==> src/rtl/gift_effect_scheduler.sv <==
// -----------------------------------------------------------------------------
// gift_effect_scheduler
//
// Applies power-up effects after the paddle catches a falling gift. One catch
// is taken at a time over a valid/ready handshake. Each effect class owns a
// frame-count timer. When the timer runs out, that effect returns to its default.
//
// Ports
//   clock        in   system clock
//   reset        in   asynchronous, active-high reset
//   frame_tick   in   one-cycle pulse per video frame
//   lost         in   ball lost; clears every effect (highest priority)
//   catch_valid  in   caught gift presented
//   catch_kind   in   [2:0] 0 INC,1 DEC,2 SPU,3 SPD,4 HID,5 SOT,6 DRP,7 MUL
//   catch_ready  out  scheduler can accept a catch
//   paddle_size  out  [1:0] paddle size level
//   speed_lvl    out  [1:0] ball speed level
//   hidden       out  ball invisible
//   shoot_en     out  paddle shooting enabled
//   sticky       out  ball sticks to paddle
//   multi_req    out  one-cycle request to spawn extra balls
//   active       out  [4:0] timer running: size, speed, hide, shoot, sticky
// -----------------------------------------------------------------------------
module gift_effect_scheduler #(
    parameter int         DURATION  = 600,
    parameter int         TMR_W     = 10,
    parameter logic [1:0] SIZE_DEF  = 2'd1,
    parameter logic [1:0] SPEED_DEF = 2'd1
) (
    input  logic       clock,
    input  logic       reset,
    input  logic       frame_tick,
    input  logic       lost,
    input  logic       catch_valid,
    input  logic [2:0] catch_kind,
    output logic       catch_ready,
    output logic [1:0] paddle_size,
    output logic [1:0] speed_lvl,
    output logic       hidden,
    output logic       shoot_en,
    output logic       sticky,
    output logic       multi_req,
    output logic [4:0] active
);

    typedef enum logic [1:0] {
        ST_IDLE  = 2'b00,
        ST_APPLY = 2'b01
    } state_t;

    typedef enum logic [2:0] {
        K_INC = 3'd0, K_DEC = 3'd1, K_SPU = 3'd2, K_SPD = 3'd3,
        K_HID = 3'd4, K_SOT = 3'd5, K_DRP = 3'd6, K_MUL = 3'd7
    } kind_t;

    localparam logic [TMR_W-1:0] LP_DUR = TMR_W'(DURATION);
    localparam logic [TMR_W-1:0] LP_ONE = TMR_W'(1);

    state_t                   r_state, w_next;
    kind_t                    r_kind;
    logic                     r_ready;
    logic [1:0]               r_size, r_speed;
    logic                     r_hidden, r_shoot, r_sticky, r_multi;
    logic [4:0][TMR_W-1:0]    r_tmr;
    logic [4:0][TMR_W-1:0]    w_tmr_nxt;
    logic [4:0]               r_active;
    logic [4:0]               w_reload;
    logic [4:0]               w_expire;
    logic                     w_accept;

    function automatic logic [1:0] lvl_up(input logic [1:0] v);
        return (v == 2'd3) ? v : v + 2'd1;
    endfunction

    function automatic logic [1:0] lvl_down(input logic [1:0] v);
        return (v == 2'd0) ? v : v - 2'd1;
    endfunction

    // A concurrent lost discards the catch, even though ready still reads 1.
    assign w_accept = catch_valid && (r_state == ST_IDLE) && !lost;

    // NOTE: every signal driven in always_comb gets a default first, so no path leaves it unassigned and no latch is inferred.
    always_comb begin
        w_next = r_state;
        case (r_state)
            ST_IDLE:  if (w_accept) w_next = ST_APPLY;
            ST_APPLY: w_next = ST_IDLE;
            default:  w_next = ST_IDLE;   // unreachable encoding recovers
        endcase
        if (lost) w_next = ST_IDLE;
    end

    // Each timer that the effect applied in APPLY reloads.
    always_comb begin
        w_reload = '0;
        if (r_state == ST_APPLY) begin
            case (r_kind)
                K_INC, K_DEC: w_reload[0] = 1'b1;
                K_SPU, K_SPD: w_reload[1] = 1'b1;
                K_HID:        w_reload[2] = 1'b1;
                K_SOT:        w_reload[3] = 1'b1;
                K_DRP:        w_reload[4] = 1'b1;
                default:      ;
            endcase
        end
    end

    // Next timer values. A reload wins over a coincident frame tick, and an
    // expiry only counts when the timer is not being reloaded.
    always_comb begin
        w_tmr_nxt = r_tmr;
        w_expire  = '0;
        for (int i = 0; i < 5; i++) begin
            if (lost) begin
                w_tmr_nxt[i] = '0;
            end else if (w_reload[i]) begin
                w_tmr_nxt[i] = LP_DUR;
            end else if (frame_tick && (r_tmr[i] != '0)) begin
                w_tmr_nxt[i] = r_tmr[i] - LP_ONE;
                w_expire[i]  = (r_tmr[i] == LP_ONE);
            end
        end
    end

    // NOTE: sequential state uses non-blocking assignments, so every register samples pre-edge values and the order of statements does not matter.
    always_ff @(posedge clock or posedge reset) begin
        if (reset) begin
            r_state <= ST_IDLE;
            r_kind  <= K_INC;
            r_ready <= 1'b1;
            r_multi <= 1'b0;
        end else begin
            r_state <= w_next;
            r_ready <= (w_next == ST_IDLE);
            if (w_accept) r_kind <= kind_t'(catch_kind);
            // Set on the accept edge, so the spawn request is high during the APPLY cycle only.
            r_multi <= w_accept && (kind_t'(catch_kind) == K_MUL);
        end
    end

    // NOTE: the timer array is a handful of registers, not a RAM, so it is reset with everything else.
    always_ff @(posedge clock or posedge reset) begin
        if (reset) begin
            r_tmr    <= '0;
            r_active <= '0;
            r_size   <= SIZE_DEF;
            r_speed  <= SPEED_DEF;
            r_hidden <= 1'b0;
            r_shoot  <= 1'b0;
            r_sticky <= 1'b0;
        end else begin
            r_tmr <= w_tmr_nxt;
            for (int i = 0; i < 5; i++) r_active[i] <= (w_tmr_nxt[i] != '0);

            if (lost)             r_size <= SIZE_DEF;
            else if (w_reload[0]) r_size <= (r_kind == K_INC) ? lvl_up(r_size) : lvl_down(r_size);
            else if (w_expire[0]) r_size <= SIZE_DEF;

            if (lost)             r_speed <= SPEED_DEF;
            else if (w_reload[1]) r_speed <= (r_kind == K_SPU) ? lvl_up(r_speed) : lvl_down(r_speed);
            else if (w_expire[1]) r_speed <= SPEED_DEF;

            if (lost)             r_hidden <= 1'b0;
            else if (w_reload[2]) r_hidden <= 1'b1;
            else if (w_expire[2]) r_hidden <= 1'b0;

            if (lost)             r_shoot <= 1'b0;
            else if (w_reload[3]) r_shoot <= 1'b1;
            else if (w_expire[3]) r_shoot <= 1'b0;

            if (lost)             r_sticky <= 1'b0;
            else if (w_reload[4]) r_sticky <= 1'b1;
            else if (w_expire[4]) r_sticky <= 1'b0;
        end
    end

    assign catch_ready = r_ready;
    assign paddle_size = r_size;
    assign speed_lvl   = r_speed;
    assign hidden      = r_hidden;
    assign shoot_en    = r_shoot;
    assign sticky      = r_sticky;
    assign multi_req   = r_multi;
    assign active      = r_active;

endmodule

==> config.mk <==
export PLATFORM = sky130hd
export DESIGN_NAME = gift_effect_scheduler
export DESIGN_NICKNAME = d
export VERILOG_FILES = /design/src/rtl/gift_effect_scheduler.sv
export SDC_FILE = /design/constraint.sdc
export NUM_CORES = 1
export LEC_CHECK = 0
export ABC_AREA = 1
export CAP_MARGIN = 0
export CORE_UTILIZATION = 34
export CTS_CLUSTER_SIZE = 28
export DETAILED_ROUTE_END_ITERATION = 10
export REMOVE_ABC_BUFFERS = 1
export SYNTH_ARGS = -nofsm -noshare
export SYNTH_HDL_FRONTEND = slang
export SYNTH_SLANG_ARGS = --single-unit
==> constraint.sdc <==
create_clock -name clock -period 2.4 [get_ports clock]
set_clock_uncertainty 0.05 [all_clocks]
set_input_delay 0.48 -clock clock [delete_from_list [all_inputs] [get_ports clock]]
set_output_delay 0.48 -clock clock [all_outputs]
set_load 0.02 [all_outputs]
==> flow_metrics.env <==
export IMPL_synth_cell_type_count=35
export IMPL_clockRootBuffer="clkbuf_16"
export IMPL_wl_met3_um=405
export IMPL_wl_met1_mm=5.29
export IMPL_reg2reg_to="active[2]"
export IMPL_cts_made_buffers=9
export IMPL_crit_top_cell="nand2_1"
export IMPL_dr_wl_met2_mm=4.94
export IMPL_fillCellCount=1354
export IMPL_synth_adder_area_share_pct=2.75
export IMPL_core_um2=12800
export IMPL_timing_rr_start="r_tmr[20]"
export IMPL_period_share_pct=88.6
export IMPL_vias_per_cell=4.78
export IMPL_std_cell_rows=41
export IMPL_ys_warn_count=0
export IMPL_netlist_area_um2=4540
export IMPL_area_delta_synth_final_pct=16.1
export IMPL_r2r_cells=11
export IMPL_grt_max_degree=70
export IMPL_finalInstanceArea_um2=5280
export IMPL_dieArea_um2=13800
export IMPL_top_layer_used="met4"
export IMPL_critPathCaptureType="flip-flop"
export IMPL_path_cells="inv_1 > ha_1 > inv_1 > nor2_1 > nand3_2 > nand2_1 > nand2_1 > nand3_1 > nand2_1 > nor2_1 > nand3_1"
export IMPL_setup_ws_ps=273
export IMPL_fp_dieW_um=118
export IMPL_synth_top_family_by_area="simple AND/OR/NAND/NOR gates"
export IMPL_cts_tree="built"
export IMPL_ys_top_cells_by_area="dfrtp_1 36%, nand2_1 17%, nand3_1 11%"
export IMPL_hpwl_mm=7.97
export IMPL_tightest_slew_ps=518
export IMPL_clk_pin_slew_ps=50
export IMPL_vias=4209
export IMPL_io_buffers=21
export IMPL_grt_first_pass_wirelength_mm=18.9
export IMPL_grt_pass1_vias=4115
export IMPL_finalHoldViolCount=0
export IMPL_antenna_left=0
export IMPL_hold_worst_slack_ps=478
export IMPL_dr_pass1_iters=6
export IMPL_p_leak_uw=0.00298
export IMPL_syn_avg_cell_area_um2=6.74
export IMPL_endpoint="active[2]"
export IMPL_final_cell_mix="207 x nand2_1, 104 x inv_1, 98 x nand3_1"
export IMPL_gp_congestion=0.945
export IMPL_h_tree_depth=3
export IMPL_fp_dieH_um=118
export IMPL_async_reset_ff_share_pct=100
export IMPL_netlist_instances=674
export IMPL_ys_seq_area_share_pct=38.1
export IMPL_yosys_area_share_simple_pct=42.8
export IMPL_place_area_um2=4990
export IMPL_path_max_fanout=8
export IMPL_post_cts_buffers=0
export IMPL_ioPinCount=22
export IMPL_tns_ps=0
export IMPL_drv_cap=0
export IMPL_synthXorXnorAreaFrac_pct=2.12
export IMPL_cts_hold_buffers=0
export IMPL_wl_per_cell_um=12.2
export IMPL_final_nets=722
export IMPL_place_ws_ps=198
export IMPL_fmax_mhz=470
export IMPL_crit_slowest_cell="dfrtp_1"
export IMPL_r2r_slack_ps=270
export IMPL_path_class="reg2reg"
export IMPL_slew_limit_headroom_pct=65.4
export IMPL_post_route_min_period_ps=2130
export IMPL_antenna_found_initial=0
export IMPL_critPathRequiredTime_ps=2560
export IMPL_wl_mm=10.8
export IMPL_status="finished, final reports clean"
export IMPL_hold_class="reg2reg"
export IMPL_peakVddDrop_mv=0.450
export IMPL_ys_flop_type="dfrtp_1"
export IMPL_rsz0062_at_grt="no"
export IMPL_initial_core_util_pct=35.4
export IMPL_drc=0
export IMPL_grt_ovfl_total=0
export IMPL_initialDrtViolationCount=162
export IMPL_layout_cells_most_common="nand2_1"
export IMPL_cts_path_max_buffers=2
export IMPL_report_final_slew_viol_count=0
export IMPL_cp_arrival_ps=2290
export IMPL_clock_latency_ps=330
export IMPL_ys_ff_latch=69
export IMPL_synth_area_leader_cell="dfrtp_1"
export IMPL_synth_mux_area_share_pct=0
export IMPL_power_density_nw_per_um2=1480
export IMPL_netlist_area_leader_share_pct=36.3
export IMPL_antenna_cells=0
export IMPL_cpPeakStageDelay_ps=390
export IMPL_track_usage_pct=16.8
export IMPL_start_kind="flip-flop"
export IMPL_synth_compound_area_share_pct=3.83
export IMPL_synth_edf_count=0
export IMPL_setup_violations_final=0
export IMPL_cts_sinks=69
export IMPL_timing_critical_path_from="r_tmr[20]"
export IMPL_drive_gt1_share_pct=7.19
export IMPL_cts_resized=0
## critical path: cells and delay by family, from the launching register on
kind,cells,cell delay (ps)
simple gates,8,1020
buf+inv,2,240
fa+ha+maj,1,300
flops,1,390
## per-layer routing
layer | global-route usage, % | vias up
met3 | 4.70 | 12
met1 | 21.9 | 1952
met5 | 0 | -
li1 | - | 2174
met4 | 4.57 | 0
met2 | 27.1 | 71
## kinds of logic after synthesis
logic type      after synthesis
fa+ha+maj                    10
buf+inv                     119
flops                        69
simple gates                434
xor+xnor                     11
compound gates               30
other cells                   1
## sequential cells by signal (all words and copies together), names as in the netlist, 2 cells and up
register	count
active	5
r_state	2
paddle_size	2
r_tmr	50
r_kind	3
speed_lvl	2
## cell usage after synthesis, types with 3 or more instances
cell type / count
o31ai_1: 3
nand2_1: 207
nor2_1: 76
dfstp_2: 3
nand2_2: 7
inv_1: 105
clkbuf_1: 5
nor3_1: 4
ha_1: 10
dfrtp_1: 66
nand4_1: 18
nand3b_1: 7
nor2_4: 5
nand3_1: 98
xnor2_1: 9
o21ai_0: 10
nand2_4: 6
a21oi_1: 11
## power by group
group / leakage, uW / switching, uW / internal [uW]
Combinational: 0.00194 / 2860 / 1710
Clock: 0.000140 / 475 / 783
Sequential: 0.000900 / 433 / 1570
Total: 0.00298 / 3770 / 4060
## area by class of cell
class                   count  area (um2)  area share [%]
repair buffers             30         298            5.64
inverters                 108         405            7.68
multi-input cells         486        2350            44.5
well taps                 172         215            4.08
clock buffers              15         278            5.26
clock inverters             1        5.00          0.0948
flip-flops and latches     69        1730            32.8
## stage by stage
stage               std cells  power, uW  util, %
CTS                       881       7850     41.2
finish                    881       7830     41.2
floorplan                 663       5540        -
detailed placement        865       6550     38.9
global placement          865       6480     38.9
global route              881       8690     41.2
## how the worst min path moves through the flow
stage                            start           end  slack [ps]  depth (start not counted)
after floorplan              r_kind[1]     r_kind[1]         470                          2
after global placement    speed_lvl[0]  speed_lvl[0]         440                          2
after detailed placement  speed_lvl[0]  speed_lvl[0]         470                          2
after CTS                 speed_lvl[0]  speed_lvl[0]         480                          2
after global routing      speed_lvl[0]  speed_lvl[0]         500                          2
final                     speed_lvl[0]  speed_lvl[0]         480                          2
Power figures use the tool's default switching activity.
